<file path="src/rtl/axi_rd_burst_pkg.sv">
// Shared types and constants for the AXI-4 read burst engine.
package axi_rd_burst_pkg;

    typedef enum logic [1:0] {IDLE, ISSUE, DRAIN} t_rd_state;

    localparam logic [1:0] AXI_BURST_INCR = 2'b01;
    localparam logic [1:0] AXI_RESP_OKAY  = 2'b00;
    localparam int         AXI_4K_BYTES   = 4096;

    // Whole beats left before the next 4 KB page; addr_lo is beat-aligned so this is never 0.
    function automatic logic [12:0] beats_to_4k(input logic [11:0] addr_lo,
                                                input int unsigned size_log2);
        logic [12:0] bytes_left;
        bytes_left = 13'(AXI_4K_BYTES) - {1'b0, addr_lo};
        return bytes_left >> size_log2;
    endfunction

endpackage

</file>
<file path="src/rtl/t_AXI4.sv">
// AXI-4 bundle with initiator/responder views; the write channels carry only handshakes.
interface t_AXI4 #(
    parameter int DATA_WIDTH = 512,
    parameter int ADDR_WIDTH = 42,
    parameter int LEN_WIDTH  = 8,
    parameter int ID_WIDTH   = 8
);
    logic [ID_WIDTH-1:0]   arid;
    logic [ADDR_WIDTH-1:0] araddr;
    logic [LEN_WIDTH-1:0]  arlen;
    logic [2:0]            arsize;
    logic [1:0]            arburst;
    logic [3:0]            arcache;
    logic [2:0]            arprot;
    logic [3:0]            arqos;
    logic                  arlock;
    logic [3:0]            arregion;
    logic                  arvalid;
    logic                  arready;
    logic [ID_WIDTH-1:0]   rid;
    logic [DATA_WIDTH-1:0] rdata;
    logic [1:0]            rresp;
    logic                  rlast;
    logic                  rvalid;
    logic                  rready;
    logic                  awvalid;
    logic                  awready;
    logic                  wvalid;
    logic                  wready;
    logic                  bvalid;
    logic                  bready;

    modport initiator (
        output arid, araddr, arlen, arsize, arburst, arcache, arprot, arqos, arlock, arregion,
               arvalid, rready, awvalid, wvalid, bready,
        input  arready, rid, rdata, rresp, rlast, rvalid, awready, wready, bvalid
    );

    modport responder (
        input  arid, araddr, arlen, arsize, arburst, arcache, arprot, arqos, arlock, arregion,
               arvalid, rready, awvalid, wvalid, bready,
        output arready, rid, rdata, rresp, rlast, rvalid, awready, wready, bvalid
    );
endinterface

</file>
<file path="src/rtl/axi_rd_burst_split.sv">
// Registered next-burst length: min(remaining, MAX_BURST, beats to 4 KB), one cycle behind its inputs.
module axi_rd_burst_split
    import axi_rd_burst_pkg::*;
#(
    parameter int          LEN_WIDTH     = 8,
    parameter int          CMD_LEN_WIDTH = 16,
    parameter int          MAX_BURST     = 16,
    parameter int unsigned SIZE_LOG2     = 6
) (
    input  logic                     i_clk,
    input  logic                     i_reset_n,
    input  logic [11:0]              i_addr_lo,
    input  logic [CMD_LEN_WIDTH-1:0] i_ar_remaining,
    output logic [LEN_WIDTH:0]       o_len,
    output logic [LEN_WIDTH-1:0]     o_arlen
);

    logic [CMD_LEN_WIDTH-1:0] len_c;
    logic [LEN_WIDTH:0]       len_d, len_q;
    logic [LEN_WIDTH-1:0]     arlen_q;

    always_comb begin
        len_c = i_ar_remaining;
        if (len_c > CMD_LEN_WIDTH'(MAX_BURST))
            len_c = CMD_LEN_WIDTH'(MAX_BURST);
        if (len_c > CMD_LEN_WIDTH'(beats_to_4k(i_addr_lo, SIZE_LOG2)))
            len_c = CMD_LEN_WIDTH'(beats_to_4k(i_addr_lo, SIZE_LOG2));
        len_d = (LEN_WIDTH+1)'(len_c);
    end

    always_ff @(posedge i_clk or negedge i_reset_n) begin
        if (!i_reset_n) begin
            len_q   <= '0;
            arlen_q <= '0;
        end else begin
            len_q   <= len_d;
            arlen_q <= LEN_WIDTH'(len_d - 1'b1);
        end
    end

    assign o_len   = len_q;
    assign o_arlen = arlen_q;

endmodule

</file>
<file path="src/rtl/axi_rd_burst_engine.sv">
// AXI-4 read initiator: splits one command into 4 KB-safe INCR bursts and streams the R data out.
// Optional busy-cycle counter on o_perf_cycles when AXI_RD_BURST_PERF_EN is defined.
module axi_rd_burst_engine
    import axi_rd_burst_pkg::*;
#(
    parameter int DATA_WIDTH      = 512,
    parameter int ADDR_WIDTH      = 42,
    parameter int LEN_WIDTH       = 8,
    parameter int ID_WIDTH        = 8,
    parameter int CMD_LEN_WIDTH   = 16,
    parameter int MAX_BURST       = 16,
    parameter int MAX_OUTSTANDING = 4
) (
    input  logic                     i_clk,
    input  logic                     i_reset_n,
    input  logic                     i_cmd_valid,
    output logic                     o_cmd_ready,
    input  logic [ADDR_WIDTH-1:0]    i_cmd_addr,
    input  logic [CMD_LEN_WIDTH-1:0] i_cmd_beats,
    output logic                     o_data_valid,
    input  logic                     i_data_ready,
    output logic [DATA_WIDTH-1:0]    o_data,
    output logic                     o_data_last,
    output logic                     o_busy,
    output logic                     o_err,
    output logic [31:0]              o_perf_cycles,
    t_AXI4.initiator                 axi_if
);

    localparam int unsigned SIZE_LOG2 = $clog2(DATA_WIDTH/8);

    t_rd_state                state_q, state_d;
    logic [ADDR_WIDTH-1:0]    addr_q, addr_d;
    logic [CMD_LEN_WIDTH-1:0] ar_rem_q, ar_rem_d, rx_rem_q, rx_rem_d;
    logic [3:0]               outst_q, outst_d;
    logic                     arvalid_q, arvalid_d, err_q, err_d;
    logic [LEN_WIDTH:0]       len;
    logic [LEN_WIDTH-1:0]     arlen;
    logic                     busy, cmd_acc, ar_hs, r_hs, rlast_hs;

    assign busy     = (state_q != IDLE);
    assign cmd_acc  = i_cmd_valid && (state_q == IDLE);
    assign ar_hs    = arvalid_q && axi_if.arready;
    assign r_hs     = axi_if.rvalid && i_data_ready;
    assign rlast_hs = r_hs && axi_if.rlast && busy;

    axi_rd_burst_split #(
        .LEN_WIDTH     (LEN_WIDTH),
        .CMD_LEN_WIDTH (CMD_LEN_WIDTH),
        .MAX_BURST     (MAX_BURST),
        .SIZE_LOG2     (SIZE_LOG2)
    ) u_split (
        .i_clk          (i_clk),
        .i_reset_n      (i_reset_n),
        .i_addr_lo      (addr_q[11:0]),
        .i_ar_remaining (ar_rem_q),
        .o_len          (len),
        .o_arlen        (arlen)
    );

    always_comb begin
        state_d   = state_q;
        addr_d    = addr_q;
        ar_rem_d  = ar_rem_q;
        rx_rem_d  = rx_rem_q;
        outst_d   = outst_q;
        arvalid_d = arvalid_q;
        err_d     = err_q;

        case ({ar_hs, rlast_hs})
            2'b10:   outst_d = outst_q + 4'd1;
            2'b01:   outst_d = outst_q - 4'd1;
            default: outst_d = outst_q;
        endcase
        // Stray beats outside a command still pass through but never touch the counters.
        if (r_hs && busy && rx_rem_q != '0)
            rx_rem_d = rx_rem_q - 1'b1;
        if (r_hs && axi_if.rresp != AXI_RESP_OKAY)
            err_d = 1'b1;

        case (state_q)
            IDLE: begin
                if (cmd_acc) begin
                    addr_d   = i_cmd_addr;
                    ar_rem_d = i_cmd_beats;
                    rx_rem_d = i_cmd_beats;
                    outst_d  = '0;
                    err_d    = 1'b0;
                    if (i_cmd_beats != '0)
                        state_d = ISSUE;
                end
            end
            ISSUE: begin
                // arvalid rises the cycle after the split block has caught up with addr/remaining.
                if (ar_hs) begin
                    addr_d    = addr_q + (ADDR_WIDTH'(len) << SIZE_LOG2);
                    ar_rem_d  = ar_rem_q - CMD_LEN_WIDTH'(len);
                    arvalid_d = 1'b0;
                    if (ar_rem_d == '0)
                        state_d = DRAIN;
                end else if (!arvalid_q && ar_rem_q != '0 && outst_q < 4'(MAX_OUTSTANDING)) begin
                    arvalid_d = 1'b1;
                end
            end
            DRAIN: begin
                if (rx_rem_q == '0)
                    state_d = IDLE;
            end
            default: state_d = IDLE;
        endcase
    end

    always_ff @(posedge i_clk or negedge i_reset_n) begin
        if (!i_reset_n) begin
            state_q   <= IDLE;
            addr_q    <= '0;
            ar_rem_q  <= '0;
            rx_rem_q  <= '0;
            outst_q   <= '0;
            arvalid_q <= 1'b0;
            err_q     <= 1'b0;
        end else begin
            state_q   <= state_d;
            addr_q    <= addr_d;
            ar_rem_q  <= ar_rem_d;
            rx_rem_q  <= rx_rem_d;
            outst_q   <= outst_d;
            arvalid_q <= arvalid_d;
            err_q     <= err_d;
        end
    end

`ifdef AXI_RD_BURST_PERF_EN
    logic [31:0] perf_q, perf_d;

    always_comb begin
        perf_d = perf_q;
        if (cmd_acc)
            perf_d = '0;
        else if (busy && perf_q != '1)
            perf_d = perf_q + 32'd1;
    end

    always_ff @(posedge i_clk or negedge i_reset_n) begin
        if (!i_reset_n) perf_q <= '0;
        else            perf_q <= perf_d;
    end

    assign o_perf_cycles = perf_q;
`else
    assign o_perf_cycles = '0;
`endif

    assign o_cmd_ready  = (state_q == IDLE);
    assign o_busy       = busy;
    assign o_err        = err_q;
    assign o_data_valid = axi_if.rvalid;
    assign o_data       = axi_if.rdata;
    assign o_data_last  = axi_if.rvalid && busy && (rx_rem_q == CMD_LEN_WIDTH'(1));

    assign axi_if.arvalid  = arvalid_q;
    assign axi_if.araddr   = addr_q;
    assign axi_if.arlen    = arlen;
    assign axi_if.arid     = '0;
    assign axi_if.arsize   = 3'(SIZE_LOG2);
    assign axi_if.arburst  = AXI_BURST_INCR;
    assign axi_if.arcache  = 4'b0011;
    assign axi_if.arprot   = '0;
    assign axi_if.arqos    = '0;
    assign axi_if.arlock   = 1'b0;
    assign axi_if.arregion = '0;
    assign axi_if.rready   = i_data_ready;
    assign axi_if.awvalid  = 1'b0;
    assign axi_if.wvalid   = 1'b0;
    assign axi_if.bready   = 1'b1;

    logic unused_ok;
    assign unused_ok = ^{axi_if.rid, axi_if.awready, axi_if.wready, axi_if.bvalid};

endmodule

</file>
<file path="src/flat_wrapper.sv">
// flat-port wrapper written by rule: the top's interface ports become plain ports
module axi_rd_burst_engine_flat import axi_rd_burst_pkg::*;
#(
    parameter int DATA_WIDTH      = 512,
    parameter int ADDR_WIDTH      = 42,
    parameter int LEN_WIDTH       = 8,
    parameter int ID_WIDTH        = 8,
    parameter int CMD_LEN_WIDTH   = 16,
    parameter int MAX_BURST       = 16,
    parameter int MAX_OUTSTANDING = 4
)
  (i_clk, i_reset_n, i_cmd_valid, o_cmd_ready, i_cmd_addr, i_cmd_beats, o_data_valid, i_data_ready, o_data, o_data_last, o_busy, o_err, o_perf_cycles, axi_if_arid, axi_if_araddr, axi_if_arlen, axi_if_arsize, axi_if_arburst, axi_if_arcache, axi_if_arprot, axi_if_arqos, axi_if_arlock, axi_if_arregion, axi_if_arvalid, axi_if_rready, axi_if_awvalid, axi_if_wvalid, axi_if_bready, axi_if_arready, axi_if_rid, axi_if_rdata, axi_if_rresp, axi_if_rlast, axi_if_rvalid, axi_if_awready, axi_if_wready, axi_if_bvalid);
  t_AXI4 #(.DATA_WIDTH(DATA_WIDTH), .ADDR_WIDTH(ADDR_WIDTH), .LEN_WIDTH(LEN_WIDTH), .ID_WIDTH(ID_WIDTH)) axi_if_i ();
  input  logic i_clk;
  input  logic i_reset_n;
  input  logic i_cmd_valid;
  output logic o_cmd_ready;
  input  logic [ADDR_WIDTH-1:0] i_cmd_addr;
  input  logic [CMD_LEN_WIDTH-1:0] i_cmd_beats;
  output logic o_data_valid;
  input  logic i_data_ready;
  output logic [DATA_WIDTH-1:0] o_data;
  output logic o_data_last;
  output logic o_busy;
  output logic o_err;
  output logic [31:0] o_perf_cycles;
  output wire logic [$bits(axi_if_i.arid)-1:0] axi_if_arid;
  output wire logic [$bits(axi_if_i.araddr)-1:0] axi_if_araddr;
  output wire logic [$bits(axi_if_i.arlen)-1:0] axi_if_arlen;
  output wire logic [$bits(axi_if_i.arsize)-1:0] axi_if_arsize;
  output wire logic [$bits(axi_if_i.arburst)-1:0] axi_if_arburst;
  output wire logic [$bits(axi_if_i.arcache)-1:0] axi_if_arcache;
  output wire logic [$bits(axi_if_i.arprot)-1:0] axi_if_arprot;
  output wire logic [$bits(axi_if_i.arqos)-1:0] axi_if_arqos;
  output wire logic [$bits(axi_if_i.arlock)-1:0] axi_if_arlock;
  output wire logic [$bits(axi_if_i.arregion)-1:0] axi_if_arregion;
  output wire logic [$bits(axi_if_i.arvalid)-1:0] axi_if_arvalid;
  output wire logic [$bits(axi_if_i.rready)-1:0] axi_if_rready;
  output wire logic [$bits(axi_if_i.awvalid)-1:0] axi_if_awvalid;
  output wire logic [$bits(axi_if_i.wvalid)-1:0] axi_if_wvalid;
  output wire logic [$bits(axi_if_i.bready)-1:0] axi_if_bready;
  input wire logic [$bits(axi_if_i.arready)-1:0] axi_if_arready;
  input wire logic [$bits(axi_if_i.rid)-1:0] axi_if_rid;
  input wire logic [$bits(axi_if_i.rdata)-1:0] axi_if_rdata;
  input wire logic [$bits(axi_if_i.rresp)-1:0] axi_if_rresp;
  input wire logic [$bits(axi_if_i.rlast)-1:0] axi_if_rlast;
  input wire logic [$bits(axi_if_i.rvalid)-1:0] axi_if_rvalid;
  input wire logic [$bits(axi_if_i.awready)-1:0] axi_if_awready;
  input wire logic [$bits(axi_if_i.wready)-1:0] axi_if_wready;
  input wire logic [$bits(axi_if_i.bvalid)-1:0] axi_if_bvalid;
  assign axi_if_arid = axi_if_i.arid;
  assign axi_if_araddr = axi_if_i.araddr;
  assign axi_if_arlen = axi_if_i.arlen;
  assign axi_if_arsize = axi_if_i.arsize;
  assign axi_if_arburst = axi_if_i.arburst;
  assign axi_if_arcache = axi_if_i.arcache;
  assign axi_if_arprot = axi_if_i.arprot;
  assign axi_if_arqos = axi_if_i.arqos;
  assign axi_if_arlock = axi_if_i.arlock;
  assign axi_if_arregion = axi_if_i.arregion;
  assign axi_if_arvalid = axi_if_i.arvalid;
  assign axi_if_rready = axi_if_i.rready;
  assign axi_if_awvalid = axi_if_i.awvalid;
  assign axi_if_wvalid = axi_if_i.wvalid;
  assign axi_if_bready = axi_if_i.bready;
  assign axi_if_i.arready = axi_if_arready;
  assign axi_if_i.rid = axi_if_rid;
  assign axi_if_i.rdata = axi_if_rdata;
  assign axi_if_i.rresp = axi_if_rresp;
  assign axi_if_i.rlast = axi_if_rlast;
  assign axi_if_i.rvalid = axi_if_rvalid;
  assign axi_if_i.awready = axi_if_awready;
  assign axi_if_i.wready = axi_if_wready;
  assign axi_if_i.bvalid = axi_if_bvalid;
  axi_rd_burst_engine #(.DATA_WIDTH(DATA_WIDTH), .ADDR_WIDTH(ADDR_WIDTH), .LEN_WIDTH(LEN_WIDTH), .ID_WIDTH(ID_WIDTH), .CMD_LEN_WIDTH(CMD_LEN_WIDTH), .MAX_BURST(MAX_BURST), .MAX_OUTSTANDING(MAX_OUTSTANDING)) u_core (.i_clk(i_clk), .i_reset_n(i_reset_n), .i_cmd_valid(i_cmd_valid), .o_cmd_ready(o_cmd_ready), .i_cmd_addr(i_cmd_addr), .i_cmd_beats(i_cmd_beats), .o_data_valid(o_data_valid), .i_data_ready(i_data_ready), .o_data(o_data), .o_data_last(o_data_last), .o_busy(o_busy), .o_err(o_err), .o_perf_cycles(o_perf_cycles), .axi_if(axi_if_i));
endmodule
</file>
<file path="config.mk">
export PLATFORM = sky130hd
export DESIGN_NAME = axi_rd_burst_engine_flat
export DESIGN_NICKNAME = d
export VERILOG_FILES = /design/src/rtl/axi_rd_burst_pkg.sv /design/src/rtl/t_AXI4.sv /design/src/rtl/axi_rd_burst_split.sv /design/src/rtl/axi_rd_burst_engine.sv /design/src/flat_wrapper.sv
export SDC_FILE = /design/constraint.sdc
export NUM_CORES = 1
export LEC_CHECK = 0
export CAP_MARGIN = 5
export CORE_AREA = 4 4 477 479
export DETAILED_ROUTE_END_ITERATION = 16
export DIE_AREA = 0 0 481 483
export HOLD_SLACK_MARGIN = 0.02
export SETUP_SLACK_MARGIN = 0.1
export SYNTH_ARGS = -nofsm -noshare
export SYNTH_HDL_FRONTEND = slang
export SYNTH_HIERARCHICAL = 1
export SYNTH_SLANG_ARGS = --single-unit
</file>
<file path="constraint.sdc">
create_clock -name i_clk -period 9.4 [get_ports i_clk]
set_clock_uncertainty 0.15 [all_clocks]
set_input_delay 2.35 -clock i_clk [delete_from_list [all_inputs] [get_ports i_clk]]
set_output_delay 2.35 -clock i_clk [all_outputs]
set_load 0.05 [all_outputs]
</file>
==> impl_metrics.toml <==
[yosys]
synth.distinct_cells = 76
synthTopCellsByArea = "buf_4 (39%), dfrtp_1 (22%), ha_1 (3.6%)"
yosysMostFrequentCell = "buf_4"
netlist.area_leader.share = 0.3933
synthArstFlopShare = 1.000
synth_top_area_cell = "buf_4"
synth_area_per_cell_um2 = 8.042
yosysWarnings = 6
synth_seq_area_share = 0.2245
synth_seq_cells = 99
synth_enable_flop_cells = 0
synth_cells = 1372
synthFlopType = "dfrtp_1"
synth_area_um2 = 11030
ys_top_cells_by_count = "buf_4 (578), dfrtp_1 (99), nand2_1 (94), nor2_1 (66), o21ai_0 (54)"

[grt]
grt_pass1_wl_um = 121500
grt_start_max_net_pins = 59
antenna_found_initial = 5
gr-total-overflow = 0
track_usage = 0.08651
grt_pass1_vias = 7607

[clocking]
ctsResizeCount = 0
postCtsHoldBufs = 0
htree_levels = 3
clock_tree.buffer_depth = 2
post_cts_buffers = 0
cts.sinks = 99
cts_tree = "yes"
numCtsBuffers = 9
path_clk_slew_ns = 0.09
root_buffer = "clkbuf_16"
clk_latency_ns = 0.43

[setup_path]
cp_data_arrival_time_ns = 4.07
start_kind = "input pin"
crit_fanout = 4
crit_required_ns = 6.90
setup.worst_path.class = "input pin to output pin"
crit_path_end_kind = "output pin"

[detailed_routing]
final_antenna_net_count = 0
avgViaCountPerCell = 1.957
avgRoutedWirePerCell_um = 26.52
wirelength_um = 105400
drc = 0
drt_first_pass_iters = 5
drtIter0Drc = 547
route.vias.total = 7772

[power_and_ir_drop]
power.density_nw_per_um2 = 294.6
ir_worst_vdd_v = 0.0001163
design_power_total_w = 0.003599
p_leak_nw = 3.760

[sta]
hold_viol_final = 0
drv_slew = 0
setup_viol = 0
clock.fmax_mhz = 152.1
worstMarginPinSlew_ns = 1.060
fin_crit_ns = 6.573
period_share = 0.6993
relSlewSlack = 0.2753
rsz0062_at_grt = "no"
fin_tns_setup_ns = 0

[cells_and_area]
fin_nets = 1596
postLayoutCoreUtil = 0.05465
area_delta_synth_final_pct = 10.74
final_layout_size_suffix_gt1_frac = 0.06352

[floorplanning]
rows = 174
dieArea_um2 = 232300
die_y_um = 483
initial_core_util = 0.04935
coreArea_um2 = 223600
fp.dieW_um = 481
ios = 1223

[placed_design]
place_congestion = 0.8141
port-buffer-count = 123
dp_hpwl_um = 96860

[outcome]
outcome = "completed"

[run]
max-cap-violations = 0

[hold_path]
hold_class = "flip-flop to flip-flop"
-- placed cells by master (no fill, tap or decap), types with 4 or more instances in the layout --
cell type        count
o31a_1               5
a211oi_1            16
nand3_1             32
o211ai_1             7
a21oi_1             51
buf_4               13
and3_1              15
o22a_1               5
nand4_1              7
a311oi_1             4
a31oi_1             11
nor3_1              32
dfrtp_1             99
xor2_1              14
o22ai_1              6
diode_2              4
ha_1                32
inv_1               40
nor4_1              14
or3_1                7
a2111oi_0            4
or2_2                5
a2bb2oi_1            6
nor2b_1              7
nand2_1             94
xnor2_1             19
clkbuf_16            9
clkdlybuf4s50_1    122
nor2_1              64
or4_1                5
o21a_1               7
mux2i_1              5
a21o_1              12
and2_1               6
conb_1              68
nand3b_1             4
nand2b_1             4
o21ai_0             54
-- logic make-up after synthesis --
| group | synth area share |
|---|---|
| buffers and inverters | 0.4191 |
| AO/OA/AOI/OAI | 0.1348 |
| flip-flops | 0.2245 |
| multiplexers | 0.007144 |
| adder cells (fa/ha/maj) | 0.04173 |
| XOR/XNOR | 0.02767 |
| AND/OR/NAND/NOR | 0.1439 |
| other | 0.001021 |
-- stage by stage --
stage               hold WS, ns  worst slack, ns  cell area (µm²)  cells
global placement         0.3645            2.853            11890   3952
CTS                      0.3914            2.826            12210   3968
global route             0.4159            2.747            12210   3969
floorplan                0.3423            3.471            11280   1437
finish                   0.3905            2.827            12220   3972
detailed placement       0.3771            2.826            11890   3952
-- critical path, stage by stage --
cell	delay, ns
clkdlybuf4s50_1	0.57
nand2_1	0.07
nor3_1	0.15
clkdlybuf4s50_1	0.92
-- final cells by class --
class                           instances  area, µm²
Fill cell                           26421     211400
Multi-Input combinational cell        686       4197
Tap cell                             2992       3744
Sequential cell                        99       2477
Timing Repair Buffer                  135       1319
Clock buffer                            9      225.2
Inverter                               40      150.1
Clock inverter                          7      96.34
Antenna cell                            4      10.01
-- routing by layer --
layer | up-vias | track usage | wire (µm)
met5 | - | 0.007457 | 247
met4 | 4 | 0.06339 | 8604
met3 | 368 | 0.1436 | 38320
met2 | 844 | 0.1322 | 45390
met1 | 3378 | 0.03009 | 12790
li1 | 3178 | - | -
-- power by group --
group	switching (W)	total, W	internal, W	leakage, nW
combinational	0.00149	0.00226	0.000766	2.43
clock	0.000237	0.000432	0.000195	0.156
sequential	0.000291	0.000910	0.000620	1.17
total	0.00202	0.00360	0.00158	3.76
-- registers in the layout, summed over array words and instances, names as in the netlist --
name,count
u_core/u_split/o_len,9
u_core/axi_if.arvalid,1
u_core/axi_if.araddr,42
u_core/ar_rem_q,16
u_core/o_err,1
u_core/rx_rem_q,16
u_core/u_split/o_arlen,8
u_core/state_q,2
u_core/outst_q,4
-- worst paths after layout --
path | start | end | depth (start not counted) | slack (ns)
min in group asynchronous | i_reset_n | u_core/axi_if.araddr[0] | 1 | 1.83
min | u_core/o_err | u_core/o_err | 2 | 0.39
max | axi_if_rvalid | o_data_last | 4 | 2.83
min reg2reg | u_core/o_err | u_core/o_err | 2 | 0.39
max in group asynchronous | i_reset_n | u_core/axi_if.araddr[22] | 2 | 5.98
max reg2reg | u_core/axi_if.araddr[6] | u_core/u_split/o_arlen[4] | 13 | 5.33
No activity file was read; power rests on OpenSTA's default activity.
